[src/rtl/decode_unit_pkg.sv]
// Types and constants shared by the pipeline stages around instruction decode.
package decode_unit_pkg;

  localparam int DEC_XLEN     = 32;
  localparam int DEC_REG_BITS = 4;

  typedef enum logic [3:0] {
    OP_LUI, OP_AUIPC, OP_JAL, OP_JALR, OP_BRANCH, OP_LOAD,
    OP_STORE, OP_ALU_IMM, OP_ALU_REG, OP_FENCE, OP_SYSTEM, OP_ILLEGAL
  } op_class_t;

  localparam logic [6:0] OPC_LUI     = 7'b0110111;
  localparam logic [6:0] OPC_AUIPC   = 7'b0010111;
  localparam logic [6:0] OPC_JAL     = 7'b1101111;
  localparam logic [6:0] OPC_JALR    = 7'b1100111;
  localparam logic [6:0] OPC_BRANCH  = 7'b1100011;
  localparam logic [6:0] OPC_LOAD    = 7'b0000011;
  localparam logic [6:0] OPC_STORE   = 7'b0100011;
  localparam logic [6:0] OPC_ALU_IMM = 7'b0010011;
  localparam logic [6:0] OPC_ALU_REG = 7'b0110011;
  localparam logic [6:0] OPC_FENCE   = 7'b0001111;
  localparam logic [6:0] OPC_SYSTEM  = 7'b1110011;

  // funct7 encodings accepted by the base integer ALU.
  localparam logic [6:0] F7_BASE = 7'b0000000;
  localparam logic [6:0] F7_ALT  = 7'b0100000;

  localparam logic [31:0] INSTR_ECALL  = 32'h0000_0073;
  localparam logic [31:0] INSTR_EBREAK = 32'h0010_0073;

  typedef struct packed {
    op_class_t                 op;
    logic [2:0]                funct3;
    logic                      alt;
    logic [DEC_REG_BITS-1:0]   rd;
    logic [DEC_REG_BITS-1:0]   rs1;
    logic [DEC_REG_BITS-1:0]   rs2;
    logic [DEC_XLEN-1:0]       imm;
    logic                      illegal;
  } decoded_instr_t;

endpackage

[src/rtl/decode_unit_instr_decoder.sv]
// Purely combinational RV32E decoder: raw instruction word -> decoded_instr_t.
module instr_decoder
  import decode_unit_pkg::*;
(
  input  logic [31:0]    instr,
  output decoded_instr_t dec
);

  logic [6:0]  opcode;
  logic [2:0]  funct3;
  logic [6:0]  funct7;
  logic [31:0] imm_i, imm_s, imm_b, imm_u, imm_j;
  op_class_t   op;
  logic        use_rd, use_rs1, use_rs2;
  logic        bad;
  logic [31:0] imm;

  assign opcode = instr[6:0];
  assign funct3 = instr[14:12];
  assign funct7 = instr[31:25];

  assign imm_i = {{20{instr[31]}}, instr[31:20]};
  assign imm_s = {{20{instr[31]}}, instr[31:25], instr[11:7]};
  assign imm_b = {{19{instr[31]}}, instr[31], instr[7], instr[30:25], instr[11:8], 1'b0};
  assign imm_u = {instr[31:12], 12'b0};
  assign imm_j = {{11{instr[31]}}, instr[31], instr[19:12], instr[20], instr[30:21], 1'b0};

  // Classify the opcode, pick the immediate format and apply the legality rules.
  always_comb begin
    // NOTE: combinational blocks use blocking '=' and give every output a default
    // first, so nothing holds its value between evaluations and no latch is inferred.
    op      = OP_ILLEGAL;
    use_rd  = 1'b0;
    use_rs1 = 1'b0;
    use_rs2 = 1'b0;
    imm     = '0;
    bad     = 1'b0;
    case (opcode)
      OPC_LUI:     begin op = OP_LUI;     use_rd = 1'b1; imm = imm_u; end
      OPC_AUIPC:   begin op = OP_AUIPC;   use_rd = 1'b1; imm = imm_u; end
      OPC_JAL:     begin op = OP_JAL;     use_rd = 1'b1; imm = imm_j; end
      OPC_JALR: begin
        op = OP_JALR; use_rd = 1'b1; use_rs1 = 1'b1; imm = imm_i;
        bad = (funct3 != 3'd0);
      end
      OPC_BRANCH: begin
        op = OP_BRANCH; use_rs1 = 1'b1; use_rs2 = 1'b1; imm = imm_b;
        bad = (funct3 == 3'd2) || (funct3 == 3'd3);
      end
      OPC_LOAD: begin
        op = OP_LOAD; use_rd = 1'b1; use_rs1 = 1'b1; imm = imm_i;
        bad = (funct3 == 3'd3) || (funct3 >= 3'd6);
      end
      OPC_STORE: begin
        op = OP_STORE; use_rs1 = 1'b1; use_rs2 = 1'b1; imm = imm_s;
        bad = (funct3 > 3'd2);
      end
      OPC_ALU_IMM: begin
        op = OP_ALU_IMM; use_rd = 1'b1; use_rs1 = 1'b1; imm = imm_i;
        // Shift-immediates reuse the upper bits as funct7; only SRAI may set bit 30.
        if (funct3 == 3'd1)      bad = (funct7 != F7_BASE);
        else if (funct3 == 3'd5) bad = (funct7 != F7_BASE) && (funct7 != F7_ALT);
      end
      OPC_ALU_REG: begin
        op = OP_ALU_REG; use_rd = 1'b1; use_rs1 = 1'b1; use_rs2 = 1'b1;
        bad = !((funct7 == F7_BASE) ||
                ((funct7 == F7_ALT) && ((funct3 == 3'd0) || (funct3 == 3'd5))));
      end
      OPC_FENCE:   begin op = OP_FENCE;  imm = imm_i; end
      OPC_SYSTEM: begin
        op = OP_SYSTEM; imm = imm_i;
        bad = (instr != INSTR_ECALL) && (instr != INSTR_EBREAK);
      end
      default:     bad = 1'b1;
    endcase

    // Register bit 4 addresses x16..x31, which RV32E does not have.
    bad = bad || (instr[1:0] != 2'b11) || (use_rd && instr[11]) ||
          (use_rs1 && instr[19]) || (use_rs2 && instr[24]);

    dec.op      = bad ? OP_ILLEGAL : op;
    dec.funct3  = funct3;
    dec.alt     = instr[30];
    dec.rd      = (!bad && use_rd)  ? instr[10:7]  : '0;
    dec.rs1     = (!bad && use_rs1) ? instr[18:15] : '0;
    dec.rs2     = (!bad && use_rs2) ? instr[23:20] : '0;
    dec.imm     = bad ? '0 : imm;
    dec.illegal = bad;
  end

endmodule

[src/rtl/decode_unit.sv]
// Decode stage: one-entry registered output buffer around instr_decoder, with flush.
module decode_unit
  import decode_unit_pkg::*;
#(
  parameter int XLEN     = 32,
  parameter int REG_BITS = 4
) (
  input  logic                clock,
  input  logic                reset,
  input  logic                flush,
  input  logic                in_valid,
  output logic                in_ready,
  input  logic [XLEN-1:0]     in_address,
  input  logic [31:0]         in_instruction,
  output logic                out_valid,
  input  logic                out_ready,
  output logic [XLEN-1:0]     out_address,
  output op_class_t           out_op,
  output logic [2:0]          out_funct3,
  output logic                out_alt,
  output logic [REG_BITS-1:0] out_rd,
  output logic [REG_BITS-1:0] out_rs1,
  output logic [REG_BITS-1:0] out_rs2,
  output logic [XLEN-1:0]     out_imm,
  output logic                out_illegal
);

  decoded_instr_t dec;
  logic           accept;

  instr_decoder u_decoder (
    .instr (in_instruction),
    .dec   (dec)
  );

  // Looking at out_ready lets a new beat replace a departing one with no bubble.
  assign in_ready = !flush && (!out_valid || out_ready);
  assign accept   = in_valid && in_ready;

  // Occupancy of the output buffer; flush wins over every other event.
  always_ff @(posedge clock or posedge reset) begin
    // NOTE: sequential state uses non-blocking '<=' so every register samples
    // pre-edge values regardless of block ordering.
    if (reset)          out_valid <= 1'b0;
    else if (flush)     out_valid <= 1'b0;
    else if (accept)    out_valid <= 1'b1;
    else if (out_ready) out_valid <= 1'b0;
  end

  // Capture the decoded beat on accept; otherwise hold it stable for execute.
  always_ff @(posedge clock or posedge reset) begin
    // NOTE: these data registers are reset so execute never sees X after reset;
    // they are plain flops, not a memory, so the reset costs nothing unusual.
    if (reset) begin
      out_address <= '0;
      out_op      <= OP_LUI;
      out_funct3  <= '0;
      out_alt     <= 1'b0;
      out_rd      <= '0;
      out_rs1     <= '0;
      out_rs2     <= '0;
      out_imm     <= '0;
      out_illegal <= 1'b0;
    end else if (accept) begin
      out_address <= in_address;
      out_op      <= dec.op;
      out_funct3  <= dec.funct3;
      out_alt     <= dec.alt;
      out_rd      <= dec.rd;
      out_rs1     <= dec.rs1;
      out_rs2     <= dec.rs2;
      out_imm     <= dec.imm;
      out_illegal <= dec.illegal;
    end
  end

endmodule

[config.mk]
export PLATFORM = sky130hd
export DESIGN_NAME = decode_unit
export DESIGN_NICKNAME = d
export VERILOG_FILES = /design/src/rtl/decode_unit_pkg.sv /design/src/rtl/decode_unit_instr_decoder.sv /design/src/rtl/decode_unit.sv
export SDC_FILE = /design/constraint.sdc
export NUM_CORES = 1
export LEC_CHECK = 0
export BUFFER_PORTS_ARGS = -buffer_cell sky130_fd_sc_hd__buf_2
export CAP_MARGIN = 30
export CORE_MARGIN = 8
export CORE_UTILIZATION = 53
export DETAILED_ROUTE_END_ITERATION = 12
export HOLD_SLACK_MARGIN = 0.06
export MAX_ROUTING_LAYER = met4
export PLACE_DENSITY = 0.85
export REMOVE_ABC_BUFFERS = 1
export SLEW_MARGIN = 0
export SYNTH_ARGS = -nofsm -noshare
export SYNTH_HDL_FRONTEND = slang
export SYNTH_SLANG_ARGS = --single-unit
[constraint.sdc]
create_clock -name clock -period 4.2 [get_ports clock]
set_input_delay 0.42 -clock clock [delete_from_list [all_inputs] [get_ports clock]]
set_output_delay 0.42 -clock clock [all_outputs]
set_load 0.01 [all_outputs]
After elaboration in Yosys (flattened, before gate mapping)
Index checks and enable logic that the tools add are counted.
{"block": "totals", "wordCells": 83, "output_inout_bits": 87, "input_bits": 69, "ff_bits": 86}
{"block": "classes", "n_lt_le_gt_ge": 2, "n_eq_ne": 20, "mux": 16, "n_reduce_logical": 35}
{"cell": "32-bit one-hot mux with 5 select lines", "count": 1}
{"cell": "4-bit one-hot mux with 11 select lines", "count": 1}
{"cell": "32-bit two-way mux", "count": 1}
{"cell": "32-bit by 21-bit inequality test with 1-bit output (second input constant)", "count": 1}
{"cell": "32-bit by 7-bit inequality test with 1-bit output (second input constant)", "count": 1}
{"cell": "7-bit by 6-bit equality test with 1-bit output (second input constant)", "count": 4}
{"cell": "7-bit equality test (second input constant)", "count": 4}
{"cell": "4-bit two-way mux", "count": 4}
{"cell": "7-bit by 5-bit equality test with 1-bit output (second input constant)", "count": 2}
{"cell": "1-bit logical AND", "count": 11}
{"cell": "1-bit logical OR", "count": 9}
{"cell": "1-bit two-way mux", "count": 8}
{"cell": "1-bit one-hot mux with 8 select lines", "count": 1}
{"cell": "7-bit by 2-bit equality test with 1-bit output (second input constant)", "count": 1}
{"cell": "7-bit by 4-bit equality test with 1-bit output (second input constant)", "count": 1}
{"cell": "7-bit logical NOT", "count": 1}
{"cell": "7-bit by 6-bit inequality test with 1-bit output (second input constant)", "count": 1}
{"cell": "7-bit nonzero test", "count": 1}
{"cell": "7-bit OR reduction", "count": 1}
{"cell": "3-bit by 2-bit equality test with 1-bit output (second input constant)", "count": 2}
{"cell": "3-bit nonzero test", "count": 2}
{"cell": "6-bit OR reduction", "count": 1}
{"cell": "5-bit OR reduction", "count": 1}
{"cell": "1-bit logical NOT", "count": 4}
{"cell": "other kinds (9)", "count": 9}

Longest topological paths before layout
{"block": "depth", "ltp_word": 13, "ltp_mapped": 9, "ltp_nobuf": 5}

Modules after synthesis
From an unflattened synthesis, not the netlist that was laid out.
{"block": "hier_totals", "cells_unflattened": 412, "hier_area_um2": 4558.1}
{"mod": "decode_unit", "n_inst": 1, "seq_area_each_um2": 2152.1, "area_each_um2": 3234.4, "cells_each": 186}
{"mod": "instr_decoder", "n_inst": 1, "seq_area_each_um2": 0.0, "area_each_um2": 1323.8, "cells_each": 226}

Worst setup path after synthesis
OpenSTA, ideal clock, no wires.
{"block": "synth_path", "path_type": "input to register", "from": "input port in_instruction[19]", "to": "register out_op[0]", "path_slack_ns": 1.994, "setup_ns": 0.126, "stages": 6, "required_ns": 4.074, "path_buffers": 1, "arrival_time_ns": 2.080, "cell_sequence": "or4_1 > nor4_2 > a311oi_1 > a2111o_1 > buf_2 > o32a_1"}
{"block": "synth_via", "elab_chain_cells": 8, "elab_cells_between_ends": 10, "classes_between": "eq/ne: 2; mux: 2; reduce/logical: 6"}
{"element": "start: declaration", "line": "decode_unit.sv:14", "text": "input logic [31:0] in_instruction,"}
{"element": "32-bit by 7-bit inequality test with 1-bit output or 32-bit by 21-bit inequality test with 1-bit output (tied branches)", "line": "decode_unit_instr_decoder.sv:72", "text": "bad = (instr != INSTR_ECALL) && (instr != INSTR_EBREAK);"}
{"element": "1-bit logical AND", "line": "decode_unit_instr_decoder.sv:72"}
{"element": "1-bit one-hot mux with 8 select lines", "line": "decode_unit_instr_decoder.sv:38", "text": "case (opcode)"}
{"element": "1-bit logical OR (2 in a row)", "line": "decode_unit_instr_decoder.sv:78", "text": "bad = bad || (instr[1:0] != 2'b11) || (use_rd && instr[11]) ||"}
{"element": "1-bit logical OR (*)", "line": "decode_unit_instr_decoder.sv:78"}
{"element": "1-bit logical OR (*)", "line": "decode_unit_instr_decoder.sv:79", "text": "(use_rs1 && instr[19]) || (use_rs2 && instr[24]);"}
{"element": "4-bit two-way mux (*)", "line": "decode_unit_instr_decoder.sv:81", "text": "dec.op = bad ? OP_ILLEGAL : op;"}
{"element": "end signal: assignment", "line": "decode_unit.sv:66", "text": "out_op <= dec.op;"}
{"element": "end: declaration", "line": "decode_unit.sv:18", "text": "output op_class_t out_op,"}
Every way passes the cells marked *; elsewhere a longest branch is shown, timed or not.
A chain may end at the register's enable or synchronous reset.

Worst setup path after layout
{"block": "layout_path", "from": "input port in_instruction[19]", "to": "register out_op[1]"}
The elaborated chain is that of the path after synthesis.

==> qor.txt <==
Root Driver: clkbuf_8
DRT iter0 DRCs: 229
wire per inst: 18.2 um
post-CTS resize count: 0
Startpoint Class: input port
via/cell ratio: 5.62
type of the worst min-delay path: in2reg
I/O pin count: 156
cells after synthesis: 475
area leader, netlist: dfrtp_1
Clock Tree Buf Depth: 2
CTS tree: built
via count: 4,066
register area: 2150 um2
share of layout cells above drive strength 1: 0.314
DRT Pass-1 Iters: 5
vias in the first global route: 4,175
CP required: 4450 ps
multi-input logic area: 1870 um2
TritonCTS buffer count: 9
endpoint class of the critical path: flip-flop
Initial Util: 0.544
crit path max fanout: 28
Max Fclk: 411 MHz
total power: 1.88 mW
synth warn: 0
DR DRC count: 0
Leakage: 2.69 nW
num rows: 32
number of port buffers: 155
Post-synth EDFFs: 0
critical path arrival: 2680 ps
fillcell total: 645
global-route wire length before repair: 21,600 um
Slew HR: 0.446
ranking of synthesized cells by area: dfrtp_1 (51%), nand2_1 (15%), o31ai_1 (4.7%)
max-cap violation count: 0
Total GRT Usage: 0.245
Primary FF master, synth: dfrtp_1
HP Start: in_address[3]
Area Growth Syn to Fin: 27.1%
fraction of registers with async set/reset: 1.00
sequential-to-total area share from yosys stat: 0.514
share of the synthesized area in the top cell type: 0.514
FF+latch count, synth: 86
Clk pin slew, worst setup/hold paths: 100 ps
fin cells: 724
clock sinks: 86
Avg Inst Size Synth: 8.81 um2
kind of critical path: in2reg
Core ar.: 7690 um2
post-layout util: 0.692
DP Worst Slack: 1440 ps
final hold vios: 0
clock period minus worst slack: 2440 ps
final wirelength: 13,200 um
Placed Area: 5080 um2
period utilization: 0.580
Sum Neg Setup Slack: 0 ps
initial antenna violation count: 0
GP Congestion: 0.911
Die Ht: 105 um
Setup crit start: in_instruction[19]
status: complete, no violations
worst reg2reg startpoint: out_valid
dpl cells: 707
die area: 11,000 um2
Die X: 105 um
pin count of the biggest net entering global routing: 48
H-tree depth reported by CTS: 3
worst r2r path cells: 6
Synth Cell Area: 4190 um2
n_diodes: 0
Final ANT Viol Nets: 0
fin. max-slew vios: 0
gr ovfl total: 0
Final Cell Area: 5320 um2
IR drop worst, VDD: 163 uV
Layout Nets: 686
pwr/cell area: 354 nW/um2
Setup WS post-layout: 1760 ps
final hold slack: 237 ps
Worst-Margin Slew: 825 ps
HPWL after DPL: 9890 um
RSZ-0062 raised after global routing: false
# setup viols final: 0
Skew-Pair Late Insertion Delay: 370 ps
WHS Path Cells: 3
clock skew: 15.7 ps
Cell variety after synth: 52
-- metal layers --
| metal | track usage | routed length [um] | vias up |
|---|---|---|---|
| met3 | 0.0786 | 1110 | 12 |
| li1 | - | - | 1946 |
| met1 | 0.306 | 5800 | 1904 |
| met4 | 0.0530 | 142 | 0 |
| met2 | 0.381 | 6140 | 204 |
| met5 | - | 0 | - |
-- worst paths after layout --
kind                              endpoint  slack [ps]
hold reg to reg             out_address[1]         480
setup / recovery                 out_op[1]        1760
setup reg to reg                 out_op[1]        1790
min in group asynchronous  out_address[30]         540
hold / removal              out_address[3]         240
max in group asynchronous       out_imm[2]        2740
-- worst max-delay path, cell delays in order --
cell	delay [ps]
buf_2	130
or4_1	560
nor4_2	180
a311oi_1	130
a2111o_1	620
buf_16	270
o32a_1	350
-- final cells by class --
type | count | share of cell area
flip-flops and latches | 86 | 0.404
multi-input cells | 348 | 0.352
repair buffers | 167 | 0.173
well taps | 102 | 0.0240
clock buffers | 9 | 0.0233
clock inverters | 7 | 0.0195
inverters | 5 | 0.00376
-- state kept, by name, indices dropped and copies added, names as in the netlist --
signal,flops
out_address,32
out_funct3,3
out_rd,4
out_alt,1
out_rs1,4
out_illegal,1
out_rs2,4
out_imm,32
out_op,4
out_valid,1
-- Yosys cell counts (2+ instances only) --
cell / number
o31ai_2: 5
nor2_1: 14
and3_1: 3
a21o_1: 3
and3b_1: 2
xor2_1: 2
and4_1: 2
a21boi_0: 9
nand3_1: 5
a21oi_1: 19
o21ai_0: 21
buf_2: 10
nor4_1: 6
nor3_1: 8
nand4_1: 15
nand2b_1: 2
a22oi_1: 5
a32oi_1: 2
nor2b_1: 3
dfrtp_1: 86
a2111o_1: 2
inv_1: 5
o31ai_1: 26
nand2_1: 163
o32a_1: 4
and2_1: 3
clkbuf_1: 25
-- logic make-up after synthesis --
kind of cell / Yosys count / share of synthesized area
mux: 1 / 0.00239
xor+xnor: 3 / 0.00628
buf+inv: 41 / 0.0416
flops: 86 / 0.514
simple gates: 233 / 0.245
compound gates: 111 / 0.190
-- timing repair --
action	in CTS	in global routing
endpoints found under the hold margin	13	0
setup buffers	0	0
hold buffers	1	0
-- cell usage in the layout, fill, tap and decap left out, types with 5 or more instances in the layout --
cell,instances
a22oi_1,5
a21oi_1,19
buf_2,155
nor3_1,7
nand2_1,162
nand4_1,15
dfrtp_1,86
o21ai_0,21
nor2_1,14
a21boi_0,9
clkbuf_8,9
o31ai_2,5
o31ai_1,26
nand3_1,5
buf_4,8
nor4_1,5
-- where the power goes --
part	leakage, nW	switching [mW]	internal [mW]
Combinational	1.46	0.202	0.114
Sequential	1.12	0.0268	0.880
Clock	0.108	0.317	0.343
No activity file was read; power rests on OpenSTA's default activity.
